<file path="src/rtl/tx_word_serializer_pkg.sv">
// -----------------------------------------------------------------------------
// tx_word_serializer_pkg
// Shared definitions for the UART TX word serializer.
//   - Default byte/word/FIFO geometry used as parameter defaults.
//   - Serializer FSM state encoding (IDLE/START/WAIT, 2-bit).
//   - cnt_width(): counter width able to hold 0..n-1 (minimum 1 bit).
// -----------------------------------------------------------------------------
package tx_word_serializer_pkg;

    localparam int DEFAULT_DATA_BITS  = 8;
    localparam int DEFAULT_WORD_BITS  = 32;
    localparam int DEFAULT_FIFO_DEPTH = 4;
    localparam int DEFAULT_PTR_BITS   = 2;

    typedef enum logic [1:0] {
        ST_IDLE  = 2'd0,
        ST_START = 2'd1,
        ST_WAIT  = 2'd2
    } state_t;

    // Width of a counter that must reach n-1; never collapses to zero bits.
    function automatic int cnt_width(input int n);
        return (n > 1) ? $clog2(n) : 1;
    endfunction

endpackage

</file>
<file path="src/rtl/sync_fifo.sv">
// -----------------------------------------------------------------------------
// sync_fifo
// Single-clock FIFO holding full-width words for the serializer.
// Ports:
//   i_clock    in   rising-edge clock
//   i_reset    in   asynchronous active-low reset (clears pointers and count)
//   push       in   write request; ignored while full
//   push_data  in   WIDTH-bit word written on an accepted push
//   pop        in   read request; ignored while empty
//   pop_data   out  head word (valid whenever !empty)
//   full       out  count == DEPTH, decoded from the count register only
//   empty      out  count == 0, decoded from the count register only
// A push is refused while full even if a pop happens in the same cycle, so
// full never depends combinationally on pop.
// -----------------------------------------------------------------------------
module sync_fifo #(
    parameter int WIDTH    = 32,
    parameter int DEPTH    = 4,
    parameter int PTR_BITS = 2
) (
    input  logic             i_clock,
    input  logic             i_reset,
    input  logic             push,
    input  logic [WIDTH-1:0] push_data,
    input  logic             pop,
    output logic [WIDTH-1:0] pop_data,
    output logic             full,
    output logic             empty
);

    localparam logic [PTR_BITS:0] FULL_COUNT = (PTR_BITS + 1)'(DEPTH);

    logic [WIDTH-1:0]    mem [DEPTH];
    logic [PTR_BITS-1:0] wr_ptr;
    logic [PTR_BITS-1:0] rd_ptr;
    logic [PTR_BITS:0]   count;
    logic                do_push;
    logic                do_pop;

    assign full     = (count == FULL_COUNT);
    assign empty    = (count == '0);
    assign do_push  = push && !full;
    assign do_pop   = pop && !empty;
    assign pop_data = mem[rd_ptr];

    // NOTE: state registers use non-blocking assignments so every flop
    // samples the pre-edge values regardless of statement order.
    always_ff @(posedge i_clock or negedge i_reset) begin
        if (!i_reset) begin
            wr_ptr <= '0;
            rd_ptr <= '0;
            count  <= '0;
        end else begin
            // Pointers wrap naturally because DEPTH is a power of two.
            if (do_push) wr_ptr <= wr_ptr + 1'b1;
            if (do_pop)  rd_ptr <= rd_ptr + 1'b1;
            case ({do_push, do_pop})
                2'b10:   count <= count + 1'b1;
                2'b01:   count <= count - 1'b1;
                default: count <= count;
            endcase
        end
    end

    // NOTE: storage is deliberately left out of reset; an entry is only read
    // after it has been written, so clearing it would add logic for nothing.
    always_ff @(posedge i_clock) begin
        if (do_push) mem[wr_ptr] <= push_data;
    end

endmodule

</file>
<file path="src/rtl/tx_word_serializer.sv">
// -----------------------------------------------------------------------------
// tx_word_serializer
// Buffers words from the debug/pipeline side and feeds them to the UART TX
// one DATA_BITS byte at a time, least-significant byte first.
// Ports:
//   i_clock         in   rising-edge clock
//   i_reset         in   asynchronous active-low reset
//   i_word_valid    in   upstream word present this cycle
//   i_word          in   WORD_BITS word to transmit
//   o_word_ready    out  FIFO can accept a word (not full)
//   o_drop          out  registered pulse: a word arrived while full
//   i_tx_done_tick  in   UART TX finished the current byte
//   o_tx_start      out  one-cycle start pulse to the UART TX
//   o_tx_data       out  byte to transmit, held from start to done tick
//   o_busy          out  FIFO non-empty or a word is in flight
// -----------------------------------------------------------------------------
module tx_word_serializer
    import tx_word_serializer_pkg::*;
#(
    parameter int DATA_BITS  = DEFAULT_DATA_BITS,
    parameter int WORD_BITS  = DEFAULT_WORD_BITS,
    parameter int FIFO_DEPTH = DEFAULT_FIFO_DEPTH,
    parameter int PTR_BITS   = DEFAULT_PTR_BITS
) (
    input  logic                 i_clock,
    input  logic                 i_reset,
    input  logic                 i_word_valid,
    input  logic [WORD_BITS-1:0] i_word,
    output logic                 o_word_ready,
    output logic                 o_drop,
    input  logic                 i_tx_done_tick,
    output logic                 o_tx_start,
    output logic [DATA_BITS-1:0] o_tx_data,
    output logic                 o_busy
);

    localparam int                  BYTES     = WORD_BITS / DATA_BITS;
    localparam int                  CNT_BITS  = cnt_width(BYTES);
    localparam logic [CNT_BITS-1:0] LAST_BYTE = CNT_BITS'(BYTES - 1);

    state_t               state;
    state_t               state_next;
    logic [WORD_BITS-1:0] word_reg;
    logic [WORD_BITS-1:0] word_next;
    logic [CNT_BITS-1:0]  byte_cnt;
    logic [CNT_BITS-1:0]  cnt_next;
    logic                 drop_reg;

    logic                 fifo_pop;
    logic [WORD_BITS-1:0] fifo_data;
    logic                 fifo_full;
    logic                 fifo_empty;

    sync_fifo #(
        .WIDTH    (WORD_BITS),
        .DEPTH    (FIFO_DEPTH),
        .PTR_BITS (PTR_BITS)
    ) u_fifo (
        .i_clock   (i_clock),
        .i_reset   (i_reset),
        .push      (i_word_valid),
        .push_data (i_word),
        .pop       (fifo_pop),
        .pop_data  (fifo_data),
        .full      (fifo_full),
        .empty     (fifo_empty)
    );

    // NOTE: every signal driven here gets a default first, so no path through
    // the case statement leaves one unassigned and no latch is inferred.
    always_comb begin
        state_next = state;
        word_next  = word_reg;
        cnt_next   = byte_cnt;
        fifo_pop   = 1'b0;
        case (state)
            ST_IDLE: begin
                if (!fifo_empty) begin
                    fifo_pop   = 1'b1;
                    word_next  = fifo_data;
                    cnt_next   = '0;
                    state_next = ST_START;
                end
            end
            ST_START: begin
                // Done ticks are ignored here; the byte has only just started.
                state_next = ST_WAIT;
            end
            ST_WAIT: begin
                if (i_tx_done_tick) begin
                    if (byte_cnt == LAST_BYTE) begin
                        state_next = ST_IDLE;
                    end else begin
                        // Shifting brings the next byte into the low lane.
                        word_next  = word_reg >> DATA_BITS;
                        cnt_next   = byte_cnt + 1'b1;
                        state_next = ST_START;
                    end
                end
            end
            default: state_next = ST_IDLE;
        endcase
    end

    always_ff @(posedge i_clock or negedge i_reset) begin
        if (!i_reset) begin
            state    <= ST_IDLE;
            word_reg <= '0;
            byte_cnt <= '0;
            drop_reg <= 1'b0;
        end else begin
            state    <= state_next;
            word_reg <= word_next;
            byte_cnt <= cnt_next;
            drop_reg <= i_word_valid && fifo_full;
        end
    end

    // All outputs decode registers only; nothing reaches them from inputs.
    assign o_word_ready = !fifo_full;
    assign o_drop       = drop_reg;
    assign o_tx_start   = (state == ST_START);
    assign o_tx_data    = word_reg[DATA_BITS-1:0];
    assign o_busy       = (state != ST_IDLE) || !fifo_empty;

endmodule
</file>
<file path="config.mk">
export PLATFORM = sky130hd
export DESIGN_NAME = tx_word_serializer
export DESIGN_NICKNAME = d
export VERILOG_FILES = /design/src/rtl/tx_word_serializer_pkg.sv /design/src/rtl/sync_fifo.sv /design/src/rtl/tx_word_serializer.sv
export SDC_FILE = /design/constraint.sdc
export NUM_CORES = 1
export LEC_CHECK = 0
export ABC_AREA = 1
export BUFFER_PORTS_ARGS = -buffer_cell sky130_fd_sc_hd__buf_2
export CAP_MARGIN = 20
export CORE_MARGIN = 2
export CORE_UTILIZATION = 40
export CTS_CLUSTER_SIZE = 24
export DETAILED_ROUTE_END_ITERATION = 10
export PLACE_DENSITY = 0.59
export SLEW_MARGIN = 20
export SYNTH_ARGS = -nofsm -noshare
export SYNTH_HDL_FRONTEND = slang
export SYNTH_SLANG_ARGS = --single-unit
</file>
<file path="constraint.sdc">
create_clock -name i_clock -period 6.1 [get_ports i_clock]
set_input_delay 0.915 -clock i_clock [delete_from_list [all_inputs] [get_ports i_clock]]
set_output_delay 0.915 -clock i_clock [all_outputs]
set_load 0.005 [all_outputs]
</file>
# Yosys cells after proc, flatten, opt, wreduce, memory -nomap -nowiden
# Memory sizes are Yosys's and may differ from the RTL's.
# Cells that the tools add are included.
classes:
  addsub: 5
  eq_ne: 9
  mux: 17
  reduce_logical: 13
ops:
  columns: ["cell", "n"]
  rows:
  - ["$mux 32", 3]
  - ["$pmux 32 s2", 1]
  - ["$mux 2", 5]
  - ["$add 2x1->2 const B", 3]
  - ["$eq 2x2->1 const B", 3]
  - ["$ne 2x2->1 const B", 3]
  - ["$pmux 2 s3", 1]
  - ["$pmux 3 s2", 1]
  - ["$reduce_bool 2->1", 3]
  - ["$mux 1", 5]
  - ["$eq 2x1->1 const B", 2]
  - ["$pmux 2 s2", 1]
  - ["$reduce_and 4->1", 1]
  - ["$add 3x1->3 const B", 1]
  - ["$eq 3x3->1 const B", 1]
  - ["$logic_and 1x1->1", 3]
  - ["$logic_not 3->1", 1]
  - ["$sub 3x1->3 const B", 1]
  - ["$logic_not 1->1", 2]
  - ["$logic_not 2->1", 1]
  - ["$reduce_and 2->1", 1]
  - ["$logic_or 1x1->1", 1]
word_totals:
  reg_bits: 44
  mem_bits_rw: 128
  inputBits: 36
  output_inout_bits: 12
  word_cells: 52
  memories: 1
memory_table:
  columns: ["name", "depth", "width", "rd", "rd_ports_with_merged_regs", "wr", "line_no", "source"]
  rows:
  - ["u_fifo.mem", 4, 32, 1, 0, 1, "sync_fifo.sv:33", "logic [WIDTH-1:0] mem [DEPTH];"]

# Logic depth before layout (Yosys ltp)
# Gate-level depths: netlist of the first run.
depth:
  depth_word: 6
  depth_mapped: 9
  ltp_nobuf: 9

# Cells and area by module
# Synthesis of the first run repeated with hierarchy kept, for this count alone.
hier_totals:
  cells_unflattened: 707
  area_unflattened_um2: 7547.2
by_module_without_submodules:
  columns: ["module", "n_inst", "cells_per_inst", "area_each_um2", "seq_area_each_um2"]
  rows:
  - ["sync_fifo", 1, 435, 5572.8, 4018.9]
  - ["tx_word_serializer", 1, 272, 1974.4, 925.9]

# Worst setup path before layout of the first run
# Ideal clock, no wire load.
synth_path:
  path_kind: "input to register"
  start: "input port i_word_valid"
  end: "memory u_fifo.mem[0][0] (enable)"
  setup_time_ns: 0.421
  arrival_time_ns: 2.384
  t_required_ns: 5.679
  setup_slack_ns: 3.295
  stages: 2
  path_buffers: 0
  cell_sequence: "nand2_2 > nor2_1"
synth_between:
  elab_chain_len: 3
synth_lines:
  columns: ["item", "line_no", "source"]
  rows:
  - ["from (decl)", "tx_word_serializer.sv:27", "input logic i_word_valid,"]
  - ["$logic_and 1x1->1", "sync_fifo.sv:42", "assign do_push = push && !full;"]
  - ["$mux 1", "sync_fifo.sv:68", "if (do_push) mem[wr_ptr] <= push_data;"]
  - ["$mux 1 (not written as such)", "sync_fifo.sv:68", null]
  - ["to (decl)", "sync_fifo.sv:33", null]
# Every way passes these cells.

# Worst setup path in the final report of the first run
layout_path:
  start: "register u_fifo.count[0]"
  end: "register u_fifo.count[2]"
layout_between:
  elab_chain_len: 6
  elab_cells_between_ends: 14
  classes_between: "add/sub: 2; eq/ne: 3; mux: 3; reduce/logical: 6"
layout_lines:
  columns: ["item", "line_no", "source"]
  rows:
  - ["from (decl)", "sync_fifo.sv:36", "logic [PTR_BITS:0] count;"]
  - ["from (signal assigned)", "sync_fifo.sv:58", "2'b10: count <= count + 1'b1;"]
  - ["from (signal assigned)", "sync_fifo.sv:59", "2'b01: count <= count - 1'b1;"]
  - ["from (signal assigned)", "sync_fifo.sv:60", "default: count <= count;"]
  - ["$logic_not 3->1 (*)", "sync_fifo.sv:41", "assign empty = (count == '0);"]
  - ["$mux 1", "tx_word_serializer.sv:78", "if (!fifo_empty) begin"]
  - ["$mux 1", "tx_word_serializer.sv:76", "case (state)"]
  - ["$logic_and 1x1->1 (*)", "sync_fifo.sv:43", "assign do_pop = pop && !empty;"]
  - ["named net u_fifo.do_pop", "sync_fifo.sv:38", "logic do_pop;"]
  - ["$eq 2x1->1 / $eq 2x2->1 (equally long branches)", "sync_fifo.sv:57", "case ({do_push, do_pop})"]
  - ["$pmux 3 s2 / $reduce_bool 2->1 (equally long branches)", null, null]
# Mark *: on every way through the listed nets, which the timed path passes. The rest lies on a longest branch.
# A chain may end at the register's enable or synchronous reset.

==> flow_metrics.env, run 1 <==
export IMPL_place_area_mm2=0.00754
export IMPL_rsz0062_at_grt="no"
export IMPL_hold_viol=0
export IMPL_worst_slew_pin_slew_ns=0.785
export IMPL_vias=4596
export IMPL_critPathMaxFanout=60
export IMPL_finalSetupViolations=0
export IMPL_fin_ws_ns=3.09
export IMPL_cts_hold_buf=0
export IMPL_wl_per_cell_um=15.7
export IMPL_drtIter0Drc=278
export IMPL_r2r_end="u_fifo.count[2]$_DFFE_PN0P_"
export IMPL_reg2reg_slack_ns=3.09
export IMPL_synth_top_cell_area_share_pct=52.9
export IMPL_die_height_um=139
export IMPL_grt_antenna_before_repair=0
export IMPL_placementRows=49
export IMPL_cp_required_ns=6.39
export IMPL_peakVddDrop_mv=0.245
export IMPL_dr_wl_met2_um=7030
export IMPL_grt_max_degree=66
export IMPL_timing_rr_start="u_fifo.count[0]$_DFFE_PN0P_"
export IMPL_drt_total_wl_um=14500
export IMPL_ant_nets=0
export IMPL_crit_arrival_ns=3.30
export IMPL_cts_resized=0
export IMPL_synth_common_cells="nand2_1 (235), edfxtp_1 (128), nand3_1 (97), dfrtp_1 (44), nor2_1 (35)"
export IMPL_syn_area_mm2=0.00726
export IMPL_clock_sinks=172
export IMPL_setup_tns_ns=0
export IMPL_cts_root_buf="clkbuf_16"
export IMPL_drive_gt1_share_pct=14.8
export IMPL_yosysWarnings=0
export IMPL_seqCellArea_mm2=0.00495
export IMPL_numCtsBuffers=17
export IMPL_min_path_type="primary input to asynchronous set/reset pin"
export IMPL_nFillCells=1652
export IMPL_fin_crit_sh_pct=49.3
export IMPL_cts_tree="done"
export IMPL_gp_congestion=0.729
export IMPL_syn_inst=659
export IMPL_die_w_um=139
export IMPL_crit_type="flip-flop to flip-flop"
export IMPL_status="finished, final reports clean"
export IMPL_overflow=0
export IMPL_highest_layer="met4"
export IMPL_pre_cts_ws_ns=3.12
export IMPL_h_tree_depth=4
export IMPL_drcViolationCount=0
export IMPL_io_pins=48
export IMPL_syn_avg_cell_area_um2=11.0
export IMPL_synth_area_leaders="edfxtp_1 (53%), dfrtp_1 (15%), nand2_1 (12%)"
export IMPL_dieArea_mm2=0.0193
export IMPL_yosysMostFrequentCell="nand2_1"
export IMPL_synthToLayoutAreaGrowth_pct=11.6
export IMPL_yosysSeqAreaShare_pct=68.1
export IMPL_largest_reg_flops=128
export IMPL_max_cap_viol_count=0
export IMPL_grt_usage_pct=15.6
export IMPL_nets=729
export IMPL_clock_latency_ns=0.42
export IMPL_finalClockSkew_ns=0.00673
export IMPL_wl_met1_um=6830
export IMPL_wl_met3_um=427
export IMPL_first_global_vias=4438
export IMPL_cp_slowest_cell="clkinv_1"
export IMPL_r2r_cells=9
export IMPL_fin_area_mm2=0.00811
export IMPL_multiInputGateArea_mm2=0.00197
export IMPL_syn_nets=702
export IMPL_synth_top_area_cell="edfxtp_1"
export IMPL_clk_pin_slew_ns=0.06
export IMPL_period_needed_ns=3.01
export IMPL_post_cts_setup_buffers=0
export IMPL_ys_ff_latch=172
export IMPL_leakage_nw=3.39
export IMPL_timing_slew_headroom_pct=47.6
export IMPL_cts_buffer_depth=2
export IMPL_slew_violations=0
export IMPL_fin_cells=924
export IMPL_synth_edf_count=128
export IMPL_port_buffers=47
export IMPL_cp_cell_sequence="nor2_2 -> nand2_2 -> nand2_4 -> clkinv_1 -> ha_1 -> fa_1 -> a21oi_1 -> o21ai_0 -> xor2_1"
export IMPL_dp_cells=896
export IMPL_synth_cell_types=26
export IMPL_fmax_ghz=0.333
export IMPL_first_pass_iters=4
export IMPL_core_area_mm2=0.0179
export IMPL_diodes=0
export IMPL_slowest_delay_ns=0.50
export IMPL_ys_async_sr_fraction_pct=25.6
export IMPL_hpwl_um=8420
export IMPL_initial_core_util_pct=40.6
export IMPL_viasPerCell=4.97
export IMPL_grt_pass1_wl_um=23300
export IMPL_critPathCaptureType="flip-flop"
export IMPL_start_kind="flip-flop"
export IMPL_synth_flop_cell="edfxtp_1"
export IMPL_p_per_area_mw_per_mm2=527
[routing by layer]
metal / vias up / GRT usage, %
li1: 2263 / -
met5: - / 0
met3: 18 / 3.21
met2: 85 / 24.6
met4: 0 / 5.64
met1: 2230 / 21.6
[worst max-delay path by stage]
stage | end | slack, ns | start | cells after the start
after CTS | u_fifo.count[2]$_DFFE_PN0P_ | 3.10 | u_fifo.count[0]$_DFFE_PN0P_ | 9
final | u_fifo.count[2]$_DFFE_PN0P_ | 3.09 | u_fifo.count[0]$_DFFE_PN0P_ | 9
after floorplan | u_fifo.mem[0][0]$_DFFE_PP_ | 3.29 | i_word_valid | 2
after global routing | u_fifo.count[2]$_DFFE_PN0P_ | 2.90 | u_fifo.count[0]$_DFFE_PN0P_ | 9
after detailed placement | u_fifo.count[2]$_DFFE_PN0P_ | 3.12 | u_fifo.count[0]$_DFFE_PN0P_ | 9
after global placement | u_fifo.count[2]$_DFFE_PN0P_ | 3.20 | u_fifo.count[0]$_DFFE_PN0P_ | 9
[final cells by class]
class                           instances  share of cell area, %
Inverter                               15                  0.726
Tap cell                              229                   3.54
Clock inverter                         10                   1.57
Multi-Input combinational cell        426                   24.3
Timing Repair Buffer                   54                   3.58
Clock buffer                           18                   5.29
Sequential cell                       172                   61.0
[kinds of logic (layout without fill, tap and decap cells)]
logic type      Yosys count  after routing  synth area share [%]
compound gates           30             30                  2.10
xor+xnor                  4              4                 0.482
fa+ha+maj                 7              7                  1.31
buf+inv                  61             97                  5.06
flops                   172            172                  68.1
mux                       1              1                 0.155
simple gates            384            384                  22.8
[worst max-delay path, delay by kind of cell (launching register included)]
family	cells	cell delay, ns
AO/OA/AOI/OAI	2	0.26
XOR/XNOR	1	0.15
adder cells (fa/ha/maj)	2	0.79
AND/OR/NAND/NOR	3	0.73
buffers and inverters	1	0.50
flip-flops	1	0.42
[cells in the final DEF, fill, tap and decap left out, types with 2 or more instances in the layout]
master / netlist / layout
a21oi_1: 28 / 28
buf_2: 15 / 46
buf_4: 20 / 8
bufinv_16: 0 / 3
clkbuf_16: 0 / 17
clkinv_1: 1 / 4
clkinv_2: 0 / 2
dfrtp_1: 44 / 43
edfxtp_1: 128 / 128
ha_1: 6 / 6
inv_1: 12 / 12
nand2_1: 235 / 235
nand2_2: 3 / 2
nand2_4: 1 / 2
nand3_1: 97 / 97
nand3_2: 10 / 10
nor2_1: 35 / 31
nor2_2: 1 / 5
nor2_4: 2 / 2
xor2_1: 3 / 3
[per-stage QoR]
stage	power [W]	util, %	hold slack [ns]
finish	0.00427	45.3	0.482
global route	0.00460	45.3	0.519
CTS	0.00433	45.2	0.487
detailed placement	0.00330	42.1	0.479
global placement	0.00325	42.1	0.462
floorplan	0.00296	-	0.451
[power by group]
group	internal, W	switching [W]
Clock	0.000628	0.000406
Sequential	0.00161	0.000132
Combinational	0.000467	0.00103
Total	0.00270	0.00157
Note: power is estimated with default switching activity, not from simulation.
==> run 2, diff against run 1 <==
==> constraint.sdc (replaced) <==
create_clock -name i_clock -period 2.98 [get_ports i_clock]
set_input_delay 0.447 -clock i_clock [delete_from_list [all_inputs] [get_ports i_clock]]
set_output_delay 0.447 -clock i_clock [all_outputs]
set_load 0.005 [all_outputs]
==> flow_metrics.env, run 2 (synthesis results as in run 1) <==
export IMPL_status="finished, final reports clean"
export IMPL_drcViolationCount=0
export IMPL_multiInputGateArea_mm2=0.00196
export IMPL_first_global_vias=4461
export IMPL_critPathMaxFanout=10
export IMPL_gp_congestion=0.774
export IMPL_overflow=0
export IMPL_numCtsBuffers=17
export IMPL_crit_type="flip-flop to flip-flop"
export IMPL_diodes=0
export IMPL_final_cell_mix="nand2_1 (235), edfxtp_1 (128), nand3_1 (97)"
export IMPL_hpwl_um=8350
export IMPL_fin_cells=931
export IMPL_cts_resized=0
export IMPL_worst_slew_pin_slew_ns=0.793
export IMPL_finalSetupViolations=0
export IMPL_timing_slew_headroom_pct=47.0
export IMPL_ant_nets=0
export IMPL_peakVddDrop_mv=0.506
export IMPL_io_pins=48
export IMPL_finalClockSkew_ns=0.00765
export IMPL_die_w_um=139
export IMPL_cts_tree="done"
export IMPL_crit_arrival_ns=2.59
export IMPL_synthToLayoutAreaGrowth_pct=11.7
export IMPL_first_pass_iters=5
export IMPL_post_cts_setup_buffers=0
export IMPL_initial_core_util_pct=40.6
export IMPL_wl_per_cell_um=15.7
export IMPL_p_per_area_mw_per_mm2=1070
export IMPL_crit_family="adder cells"
export IMPL_layout_commonest_cell="nand2_1"
export IMPL_seqCellArea_mm2=0.00495
export IMPL_reg2reg_slack_ns=0.69
export IMPL_cts_root_buf="clkbuf_16"
export IMPL_placementRows=49
export IMPL_slowest_delay_ns=0.43
export IMPL_drt_total_wl_um=14600
export IMPL_largest_reg_flops=128
export IMPL_rsz0062_at_grt="no"
export IMPL_clk_pin_slew_ns=0.06
export IMPL_cp_required_ns=3.28
export IMPL_core_area_mm2=0.0179
export IMPL_clock_latency_ns=0.42
export IMPL_clock_sinks=172
export IMPL_leakage_nw=3.39
export IMPL_fin_crit_sh_pct=76.7
export IMPL_critPathCaptureType="flip-flop"
export IMPL_max_cap_viol_count=0
export IMPL_timing_rr_start="u_fifo.count[0]$_DFFE_PN0P_"
export IMPL_port_buffers=47
export IMPL_dp_cells=900
export IMPL_h_tree_depth=4
export IMPL_nets=733
export IMPL_nFillCells=1654
export IMPL_crit_buf_inv=1
export IMPL_die_height_um=139
export IMPL_cp_slowest_cell="dfrtp_1"
export IMPL_cts_hold_buf=0
export IMPL_dieArea_mm2=0.0193
export IMPL_cp_cell_sequence="nor2_2 -> nand2_2 -> nand2_4 -> clkinv_1 -> ha_1 -> fa_1 -> a21oi_1 -> o21ai_0 -> xor2_1"
export IMPL_cts_buffer_depth=2
export IMPL_vias=4611
export IMPL_grt_pass1_wl_um=23500
export IMPL_start_kind="flip-flop"
export IMPL_drtIter0Drc=330
export IMPL_r2r_cells=9
export IMPL_grt_usage_pct=15.7
export IMPL_period_needed_ns=2.29
export IMPL_fmax_ghz=0.437
export IMPL_grt_antenna_before_repair=0
export IMPL_hold_viol=0
export IMPL_r2r_end="u_fifo.count[2]$_DFFE_PN0P_"
export IMPL_grt_max_degree=66
export IMPL_slew_violations=0
export IMPL_drive_gt1_share_pct=15.7
export IMPL_min_path_type="primary input to asynchronous set/reset pin"
export IMPL_setup_tns_ns=0
export IMPL_viasPerCell=4.95
==> run 2: changes by cell type in the layout (fill, tap and decap cells not counted) <==
cell,change
bufinv_16,-2
nand2_4,-1
inv_4,-1
buf_12,+1
buf_4,+3
clkinvlp_2,+1
clkinv_2,+1
nand2_2,+1
clkinv_4,+3
inv_2,+1
==> run 2: power by group <==
part	switching [W]	internal (W)
Sequential	0.000269	0.00329
Combinational	0.00214	0.000995
Clock	0.000865	0.00113
==> run 2: worst max path at each step <==
stage                                 from                     endpoint  cells after the start
2_1_floorplan  u_fifo.count[0]$_DFFE_PN0P_   u_fifo.mem[0][0]$_DFFE_PP_                      4
4_1_cts        u_fifo.count[0]$_DFFE_PN0P_  u_fifo.count[2]$_DFFE_PN0P_                      9
5_1_grt        u_fifo.count[0]$_DFFE_PN0P_  u_fifo.count[2]$_DFFE_PN0P_                      9
6_report       u_fifo.count[0]$_DFFE_PN0P_  u_fifo.count[2]$_DFFE_PN0P_                      9
3_3_place_gp   u_fifo.count[0]$_DFFE_PN0P_  u_fifo.count[2]$_DFFE_PN0P_                      9
3_5_place_dp   u_fifo.count[0]$_DFFE_PN0P_  u_fifo.count[2]$_DFFE_PN0P_                      9
==> run 2: layout make-up <==
cell class | count | share of cell area (%)
timing repair buffer | 58 | 4.10
clock inverter | 13 | 1.28
inverter | 15 | 0.694
sequential | 172 | 60.9
clock buffer | 18 | 5.29
multi-input combinational | 426 | 24.2
tap | 229 | 3.53
==> run 2: layer usage <==
layer | up-vias | share of wire, % | GRT usage [%]
li1 | 2274 | - | -
met2 | 108 | 48 | 24.9
met3 | 21 | 5.3 | 3.80
met1 | 2208 | 45 | 21.1
met5 | - | 0 | 0
met4 | 0 | 1.5 | 6.01
==> run 2: worst reg2reg max path, stage by stage (launching register included) <==
cell and delay (ns):
dfrtp_1 0.43, nor2_2 0.19, nand2_2 0.08, nand2_4 0.06
clkinv_1 0.27, ha_1 0.36, fa_1 0.39, a21oi_1 0.13
o21ai_0 0.11, xor2_1 0.15
==> run 2: stage by stage <==
stage | instance area [um^2] | worst slack (ns) | utilization [%] | hold slack, ns | power (W)
global route | 8120 | 0.531 | 45.3 | 0.0592 | 0.00936
floorplan | 7260 | 0.482 | - | 0.151 | 0.00605
CTS | 8110 | 0.669 | 45.3 | 0.213 | 0.00881
detailed placement | 7580 | 0.702 | 42.3 | 0.475 | 0.00679
finish | 8120 | 0.693 | 45.3 | 0.0242 | 0.00869
global placement | 7580 | 0.779 | 42.3 | 0.464 | 0.00670
